--- src/rtl/mux_nto1_scan_pkg.sv ---
// rtl/mux_nto1_scan_pkg.sv - shared types and channel-search helpers for mux_nto1_scan
package mux_nto1_scan_pkg;

    // Search helpers cover up to 64 channels; idx is wide enough for any of them.
    localparam int MAX_CH = 64;

    typedef enum logic [1:0] {
        ST_IDLE,
        ST_DIRECT,
        ST_SCAN
    } state_e;

    typedef struct packed {
        logic       found;
        logic [5:0] idx;
        logic       wrapped;
    } next_bit_t;

    function automatic int sel_width(input int n_ch);
        return $clog2(n_ch);
    endfunction

    // First set bit strictly after ptr, circularly over n_ch channels.
    // Passing ptr = n_ch-1 yields the lowest set bit.
    function automatic next_bit_t next_set_bit(input logic [MAX_CH-1:0] mask,
                                               input int n_ch, input int ptr);
        next_bit_t r;
        int        c;
        r = '0;
        for (int i = 1; i <= MAX_CH; i++) begin
            c = ptr + i;
            if (c >= n_ch) c = c - n_ch;
            if (i <= n_ch && !r.found && mask[c[5:0]]) begin
                r.found   = 1'b1;
                r.idx     = c[5:0];
                r.wrapped = (c <= ptr);
            end
        end
        return r;
    endfunction

endpackage

--- src/rtl/mux_nto1_scan_ptr.sv ---
// rtl/mux_nto1_scan_ptr.sv - combinational next/lowest enabled-channel finder
module mux_nto1_scan_ptr
    import mux_nto1_scan_pkg::*;
#(
    parameter int N_CH  = 8,
    parameter int SEL_W = sel_width(N_CH)
) (
    input  logic [N_CH-1:0]  ch_mask,
    input  logic [SEL_W-1:0] ptr,
    output logic             any_set,
    output logic [SEL_W-1:0] next_idx,
    output logic             next_wraps,
    output logic [SEL_W-1:0] first_idx
);

    logic [MAX_CH-1:0] mask_ext;
    next_bit_t         nb;
    next_bit_t         fb;

    assign mask_ext = MAX_CH'(ch_mask);

    always_comb begin
        nb = next_set_bit(mask_ext, N_CH, int'(ptr));
        fb = next_set_bit(mask_ext, N_CH, N_CH - 1);
    end

    // The search from ptr visits every channel, ptr included, so found means mask != 0.
    assign any_set    = nb.found | fb.found;
    assign next_idx   = nb.idx[SEL_W-1:0];
    assign next_wraps = nb.wrapped & fb.wrapped;
    assign first_idx  = fb.idx[SEL_W-1:0];

endmodule

--- src/rtl/mux_nto1_scan.sv ---
// rtl/mux_nto1_scan.sv - registered N:1 mux with direct select and masked auto-scan
module mux_nto1_scan
    import mux_nto1_scan_pkg::*;
#(
    parameter int N_CH  = 8,
    parameter int W     = 1,
    parameter int SEL_W = sel_width(N_CH),
    parameter int DWELL = 1
) (
    input  logic              clk,
    input  logic              rst,
    input  logic [N_CH*W-1:0] in_bus,
    input  logic              en,
    input  logic              mode,
    input  logic [SEL_W-1:0]  sel,
    input  logic [N_CH-1:0]   ch_mask,
    output logic [W-1:0]      y,
    output logic [SEL_W-1:0]  y_ch,
    output logic              y_valid,
    output logic              frame_done
);

    localparam int CNT_W  = (DWELL > 1) ? $clog2(DWELL) : 1;
    localparam int N_SLOT = 2 ** SEL_W;

    state_e             state_q, state_d;
    logic [SEL_W-1:0]   ptr_q, ptr_d;
    logic [CNT_W-1:0]   cnt_q, cnt_d;
    logic               armed_q, armed_d;
    logic [W-1:0]       y_q, y_d;
    logic [SEL_W-1:0]   y_ch_q, y_ch_d;
    logic               y_valid_q, y_valid_d;
    logic               frame_done_q, frame_done_d;

    logic               any_set;
    logic [SEL_W-1:0]   next_idx;
    logic               next_wraps;
    logic [SEL_W-1:0]   first_idx;
    logic [W-1:0]       ch_data [N_SLOT];

    // Slots past N_CH read as zero so an out-of-range select yields y=0.
    for (genvar c = 0; c < N_SLOT; c++) begin : g_slot
        if (c < N_CH) begin : g_real
            assign ch_data[c] = in_bus[c*W +: W];
        end else begin : g_pad
            assign ch_data[c] = '0;
        end
    end

    mux_nto1_scan_ptr #(
        .N_CH  (N_CH),
        .SEL_W (SEL_W)
    ) u_ptr (
        .ch_mask    (ch_mask),
        .ptr        (ptr_q),
        .any_set    (any_set),
        .next_idx   (next_idx),
        .next_wraps (next_wraps),
        .first_idx  (first_idx)
    );

    always_comb begin
        state_d      = !en ? ST_IDLE : (mode ? ST_SCAN : ST_DIRECT);
        ptr_d        = ptr_q;
        cnt_d        = cnt_q;
        armed_d      = armed_q;
        y_d          = y_q;
        y_ch_d       = y_ch_q;
        y_valid_d    = 1'b0;
        frame_done_d = 1'b0;
        case (state_d)
            ST_DIRECT: begin
                y_d       = ch_data[sel];
                y_ch_d    = sel;
                y_valid_d = (int'(sel) < N_CH);
            end
            ST_SCAN: begin
                // armed_q clears while the mask is empty, forcing a fresh entry later.
                if (state_q != ST_SCAN || !armed_q) begin
                    cnt_d = '0;
                    if (any_set) begin
                        ptr_d   = first_idx;
                        armed_d = 1'b1;
                    end
                end else if (!any_set) begin
                    armed_d = 1'b0;
                end else if (!ch_mask[ptr_q]) begin
                    ptr_d        = next_idx;
                    cnt_d        = '0;
                    frame_done_d = next_wraps;
                end else begin
                    y_d       = ch_data[ptr_q];
                    y_ch_d    = ptr_q;
                    y_valid_d = 1'b1;
                    if (cnt_q == CNT_W'(DWELL - 1)) begin
                        cnt_d        = '0;
                        ptr_d        = next_idx;
                        frame_done_d = next_wraps;
                    end else begin
                        cnt_d = cnt_q + CNT_W'(1);
                    end
                end
            end
            default: ;
        endcase
    end

    always_ff @(posedge clk or posedge rst) begin
        if (rst) begin
            state_q      <= ST_IDLE;
            ptr_q        <= '0;
            cnt_q        <= '0;
            armed_q      <= 1'b0;
            y_q          <= '0;
            y_ch_q       <= '0;
            y_valid_q    <= 1'b0;
            frame_done_q <= 1'b0;
        end else begin
            state_q      <= state_d;
            ptr_q        <= ptr_d;
            cnt_q        <= cnt_d;
            armed_q      <= armed_d;
            y_q          <= y_d;
            y_ch_q       <= y_ch_d;
            y_valid_q    <= y_valid_d;
            frame_done_q <= frame_done_d;
        end
    end

    assign y          = y_q;
    assign y_ch       = y_ch_q;
    assign y_valid    = y_valid_q;
    assign frame_done = frame_done_q;

endmodule
--- config.mk ---
export PLATFORM = sky130hd
export DESIGN_NAME = mux_nto1_scan
export DESIGN_NICKNAME = d
export VERILOG_FILES = /design/src/rtl/mux_nto1_scan_pkg.sv /design/src/rtl/mux_nto1_scan_ptr.sv /design/src/rtl/mux_nto1_scan.sv
export SDC_FILE = /design/constraint.sdc
export NUM_CORES = 1
export LEC_CHECK = 0
export CAP_MARGIN = 30
export CORE_ASPECT_RATIO = 1.2
export CORE_UTILIZATION = 25
export DETAILED_ROUTE_END_ITERATION = 10
export SETUP_SLACK_MARGIN = 0.3
export SYNTH_ARGS = -nofsm -noshare
export SYNTH_HDL_FRONTEND = slang
export SYNTH_SLANG_ARGS = --single-unit
--- constraint.sdc ---
create_clock -name clk -period 2.84 [get_ports clk]
set_input_delay 0.568 -clock clk [delete_from_list [all_inputs] [get_ports clk]]
set_output_delay 0.568 -clock clk [all_outputs]
set_load 0.005 [all_outputs]
Word-level counts from Yosys, hierarchy flattened

Cells that the tools add are included.

Register bits after elaboration: 13
Latch bits: 0
RAM bits: 0
Bits in read-only memories: 0
Input port bits: 23
Output and inout port bits: 6
Logic and storage cells: 180
Memories: 0

Add/subtract/negate cells: 17
$mul: 0
Divide/modulo/power cells: 0
Order comparisons: 27
Equality and inequality tests: 9
Shifts and indexed selects: 0
Multiplexer cells: 79
Bitwise gates (word level): 4
Reductions and logical operators: 36

Operators by type and width:

| cell                                                                | count |
|---|---|
| greater-or-equal comparator 32 x 5 -> 1 bit (second input constant) | 8 |
| less-or-equal comparator 32 x 4 -> 1 bit                            | 8 |
| two-way mux 32 bit                                                  | 8 |
| subtractor 32 x 5 -> 32 bit (second input constant)                 | 8 |
| two-way mux 8 bit                                                   | 16 |
| less-than comparator 6 x 7 -> 1 bit (second input constant)         | 8 |
| binary-select mux 1 bit (select 6 bit)                              | 8 |
| two-way mux 1 bit                                                   | 31 |
| two-way mux 3 bit                                                   | 8 |
| adder 3 x 3 -> 4 bit (second input constant)                        | 4 |
| logical NOT 1 bit                                                   | 15 |
| logical AND 1 bit                                                   | 14 |
| != test 2 bit (second input constant)                               | 5 |
| binary-select mux 1 bit (select 3 bit)                              | 3 |
| adder 3 x 2 -> 4 bit (second input constant)                        | 2 |
| greater-or-equal comparator 4 bit (second input constant)           | 2 |
| NOT 3 -> 4 bit                                                      | 2 |
| one-hot mux 3 bit (2 select lines)                                  | 1 |
| AND reduction 3 bit                                                 | 2 |
| adder 3 x 4 -> 5 bit (second input constant)                        | 1 |
| adder 3 x 1 -> 4 bit (second input constant)                        | 1 |
| less-than comparator 3 x 4 -> 1 bit (second input constant)         | 1 |
| two-way mux 2 bit                                                   | 2 |
| one-hot mux 1 bit (2 select lines)                                  | 2 |
| other kinds (11)                                                    | 12 |

Depth between registers and ports, before layout

Depth after elaboration: 33
Depth in mapped cells: 13
Mapped depth without buffers: 12

Hierarchy

From an unflattened synthesis, not the netlist that was laid out.

Cells, all modules: 193
Area, all modules: 1859.3 um^2

By module, submodules not included:

| module            | instances | cells an instance | area each (um^2) | seq. area each (um^2) |
|---|---|---|---|---|
| mux_nto1_scan_ptr | 1         | 138               | 1134.8           | 0.0 |
| mux_nto1_scan     | 1         | 55                | 724.4            | 300.3 |

Least setup slack after synthesis

Ideal clock, no wire load.

Path type: flip-flop to flip-flop
From: reg ptr_q[0]
To: reg ptr_q[2]
Library setup time: 0.126 ns
Data arrival time: 2.976 ns
Required time: 2.714 ns
Path slack: -0.262 ns
Cell stages (with the launch flop): 13
Buffers on the path: 3
Clock period less this slack: 3.102 ns
Cells stage by stage: dfrtp_1 > buf_6 > buf_8 > clkinv_1 > ha_1 > buf_6 > mux4_2 > mux2i_4 > nand2_2 > a22o_1 > a221o_1 > a211oi_1 > o21ai_1

Word-level cells in the longest chain between the ends: 31
Elaborated cells on any way between the ends: 79
Classes of those cells: add/sub (16); order compare (8); eq/ne (1); mux (38); bitwise (1); reduce/logical (15)

RTL lines:

| element                                                                                    | RTL line                | text |
|---|---|---|
| start: declaration                                                                         | mux_nto1_scan.sv:27     | `logic [SEL_W-1:0] ptr_q, ptr_d;` |
| start signal: assignment                                                                   | mux_nto1_scan.sv:120    | `ptr_q <= ptr_d;` |
| adder 3 x 1 -> 4 bit                                                                       | mux_nto1_scan_pkg.sv:31 | `c = ptr + i;` |
| subtractor 32 x 5 -> 32 bit or greater-or-equal comparator 32 x 5 -> 1 bit (tied branches) | mux_nto1_scan_pkg.sv:32 | `if (c >= n_ch) c = c - n_ch;` |
| two-way mux 32 bit                                                                         | mux_nto1_scan_pkg.sv:32 |  |
| binary-select mux 1 bit (select 6 bit)                                                     | mux_nto1_scan_pkg.sv:33 | `if (i <= n_ch && !r.found && mask[c[5:0]]) begin` |
| two-way mux 1 bit (implied by the code)                                                    | mux_nto1_scan_pkg.sv:33 |  |
| two-way mux 8 bit                                                                          | mux_nto1_scan_pkg.sv:33 |  |
| logical NOT 1 bit                                                                          | mux_nto1_scan_pkg.sv:33 |  |
| logical AND 1 bit                                                                          | mux_nto1_scan_pkg.sv:33 |  |
| (+15 left out)                                                                             | -                       |  |
| two-way mux 8 bit                                                                          | mux_nto1_scan_pkg.sv:33 |  |
| logical NOT 1 bit                                                                          | mux_nto1_scan_pkg.sv:33 |  |
| logical AND 1 bit                                                                          | mux_nto1_scan_pkg.sv:33 |  |
| two-way mux 8 bit                                                                          | mux_nto1_scan_pkg.sv:33 |  |
| two-way mux 3 bit                                                                          | mux_nto1_scan.sv:95     | `if (cnt_q == CNT_W'(DWELL - 1)) begin` |
| two-way mux 3 bit                                                                          | mux_nto1_scan.sv:87     | `end else if (!ch_mask[ptr_q]) begin` |
| two-way mux 3 bit                                                                          | mux_nto1_scan.sv:85     | `end else if (!any_set) begin` |
| two-way mux 3 bit                                                                          | mux_nto1_scan.sv:79     | `if (state_q != ST_SCAN \|\| !armed_q) begin` |

Parallel ways exist; a longest one is shown, timed or not. The select of a mux whose other input is x is not followed.
A chain may end at the register's enable or synchronous reset.

Final worst setup path

From: reg ptr_q[1]
To: reg ptr_q[2]

Same word-level chain as after synthesis.

==> results.ini <==
[clocking]
cts-buffers-inserted = 3
root_buffer = clkbuf_8
clock_path_buffers = 2
htreeDepth = 1
ctsHoldBuffers = 0
clock_latency_ns = 0.24
path_clk_slew_ns = 0.05
cts_tree = built
clkSinkCount = 12

[setup_path]
slowest_stage = mux4_2
critPathKind = reg2reg
critical_path.cell_chain = clkinv_4 > buf_12 > ha_4 > mux4_2 > mux2i_4 > buf_6 > nand4bb_4 > buf_6 > o21ai_2 > nand3_1 > a211oi_2 > o21ai_1
cp-end-kind = register
cpPeakStageDelay_ns = 0.53
cp_max_fo = 5
reg2regPathDepth = 12
startpoint_type = register
cp.required_ns = 2.95
crit_top_cell = buf_6
arrival_ns = 2.91

[finish]
nets = 326
fillers = 745
antenna_cells = 0
fin_cells = 377
fin_util_pct = 40.8
final_area_sq_um = 3000
drive_gt1_share_pct = 41.5
area_delta_synth_final_pct = 55.4

[run_status]
status = finished clean

[sta]
clock_skew_ns = 0.00129
fmax_ghz = 0.357
worstMarginPinSlew_ns = 0.552
min_period_ns = 2.80
hold_ws_ns = 0.479
fin_setup_tns_ns = 0
period_share_pct = 98.6
rsz0062_at_grt = yes
final_max_slew_viol_count = 0
relSlewSlack_pct = 63.0
setup_viol = 0
hold_viol = 0
setup_ws_ns = 0.0410

[logic_synthesis]
synth-edff-count = 0
synth_ff_type = dfrtp_1
synth-async-reset-ratio_pct = 100
yosys.area_share.simple_pct = 19.4
yosys.area.top_type_share_pct = 15.6
synth_top_cell_by_area = dfrtp_1
synthXorXnorAreaFrac_pct = 0.907
ys_seq_area_share_pct = 15.6
synthCells = 204
synth_top_family_by_area = multiplexers
synth_area_leaders = dfrtp_1, mux4_2, ha_1
ys_seq_elements = 12
syn_nets = 242
synth_compound_area_share_pct = 17.8
yosys_warnings = 0
synth.cell_area_sq_um = 1930
avgSynthCellArea_sq_um = 9.46
synth_mux_area_share_pct = 30.1
synth.most_common_cell = nand2_1
synth_common_cells = nand2_1, ha_1, inv_1, mux2i_1, nor2_1
synth_cell_types = 53
synthAdderAreaFrac_pct = 9.72

[route]
dr_total_vias = 1952
drtIter0Drc = 71
drcViolationCount = 0
wl_per_cell_um = 15.9
final_antenna_net_count = 0
firstDrtPassIters = 4
wl_met1_mm = 2.58
vias_per_cell = 5.18
dr_wl_met3_um = 172
maxUsedRoutingLayer = met4
wirelength_mm = 6.00
wl_met2_mm = 3.18

[power]
comb_power_share_pct = 85.4
p_seq_share_pct = 8.1
clkPwrFrac_pct = 6.5
leakage_nw = 1.25
p_total_mw = 2.91
intPower_mw = 1.63
peakVddDrop_uv = 365
p_sw_share_pct = 43.9
p_switching_mw = 1.28
power_density_nw_per_um2 = 968

[floorplanning]
die_area_sq_um = 8080
num_rows = 34
chipWidth_um = 82.2
initial_core_util_pct = 26.2
fp.coreArea_sq_um = 7360
die_y_um = 98.3
ios = 29

[grt]
track_usage_pct = 15.8
grt_pass1_wl_mm = 9.84
grt_max_degree = 15
grt_pass1_vias = 1962
grt_antenna_before_repair = 0
overflow = 0

[placement]
dp_slack_ns = -0.260
dp_cells = 361
io_buffers = 28
dp_hpwl_mm = 4.77
place_congestion = 0.877
placed_area_sq_um = 2720

[hold_path]
hold_depth = 2
hp-class = reg2reg

[flow_run]
maxCapViolations = 0

## critical path: cells and delay by family (launching register included)
family / cells / cell delay [ns]
buf+inv: 4 / 0.51
fa+ha+maj: 1 / 0.30
compound gates: 3 / 0.46
mux: 2 / 0.75
simple gates: 2 / 0.20
flops: 1 / 0.44
## routing by layer
layer / up-vias / track usage (%)
met5: - / 0
met4: 0 / 4.05
met3: 10 / 1.03
met2: 43 / 29.1
met1: 946 / 19.3
li1: 953 / -
## area by class of cell
cell class	instances	area [sq um]	share of cell area (%)
tap	90	113	3.75
timing repair buffer	89	767	25.6
sequential	12	303	10.1
clock buffer	4	55.1	1.83
inverter	15	77.6	2.59
multi-input combinational	167	1690	56.2
## repair_timing
item / CTS / global route
pin swaps: 10 / 14
setup buffers: 11 / 1
resized for setup: 31 / 12
endpoints found under the setup margin: 4 / 9
## cells by family (layout without fill, tap and decap cells)
| group | Yosys count | count (layout) |
|---|---|---|
| AND/OR/NAND/NOR | 70 | 70 |
| multiplexers | 33 | 33 |
| buffers and inverters | 25 | 108 |
| adder cells (fa/ha/maj) | 15 | 15 |
| flip-flops | 12 | 12 |
| XOR/XNOR | 2 | 2 |
| AO/OA/AOI/OAI | 47 | 47 |
## power by group through the flow
stage	combinational [mW]	clock, mW	sequential [mW]
2_1_floorplan	1.37	0	0.231
3_3_place_gp	2.05	0	0.237
3_5_place_dp	2.08	0	0.237
4_1_cts	2.39	0.193	0.236
5_1_grt	2.66	0.198	0.240
6_report	2.48	0.189	0.235
## cells in the final DEF, fill, tap and decap left out, types with 4 or more instances in the layout
cell	count
a21oi_1	7
nand3_1	5
nor3_1	7
nand2_1	22
buf_6	5
clkdlybuf4s50_1	23
a211oi_1	4
buf_4	55
mux2i_1	11
ha_4	5
dlygate4sd2_1	4
o21ai_0	9
nor2_1	11
ha_1	8
dfrtp_1	10
mux4_2	14
clkbuf_8	4
inv_1	10
## sequential cells by signal, summed over array words and instances (netlist names)
signal,flops
armed_q,1
frame_done,1
ptr_q,3
state_q,2
y,1
y_ch,3
y_valid,1
## path summary, 6_finish.rpt
kind | end | slack, ns | startpoint
worst min register to register | y_ch[1]$_DFFE_PP0P_ | 0.48 | y_ch[1]$_DFFE_PP0P_
max in group asynchronous | ptr_q[2]$_DFFE_PP0P_ | 1.86 | rst
worst max register to register | ptr_q[2]$_DFFE_PP0P_ | 0.04 | ptr_q[1]$_DFFE_PP0P_
worst min-delay path | y_ch[1]$_DFFE_PP0P_ | 0.48 | y_ch[1]$_DFFE_PP0P_
worst max-delay path | ptr_q[2]$_DFFE_PP0P_ | 0.04 | ptr_q[1]$_DFFE_PP0P_
min in group asynchronous | frame_done$_DFF_PP0_ | 0.64 | rst
Note: power is estimated with default switching activity, not from simulation.
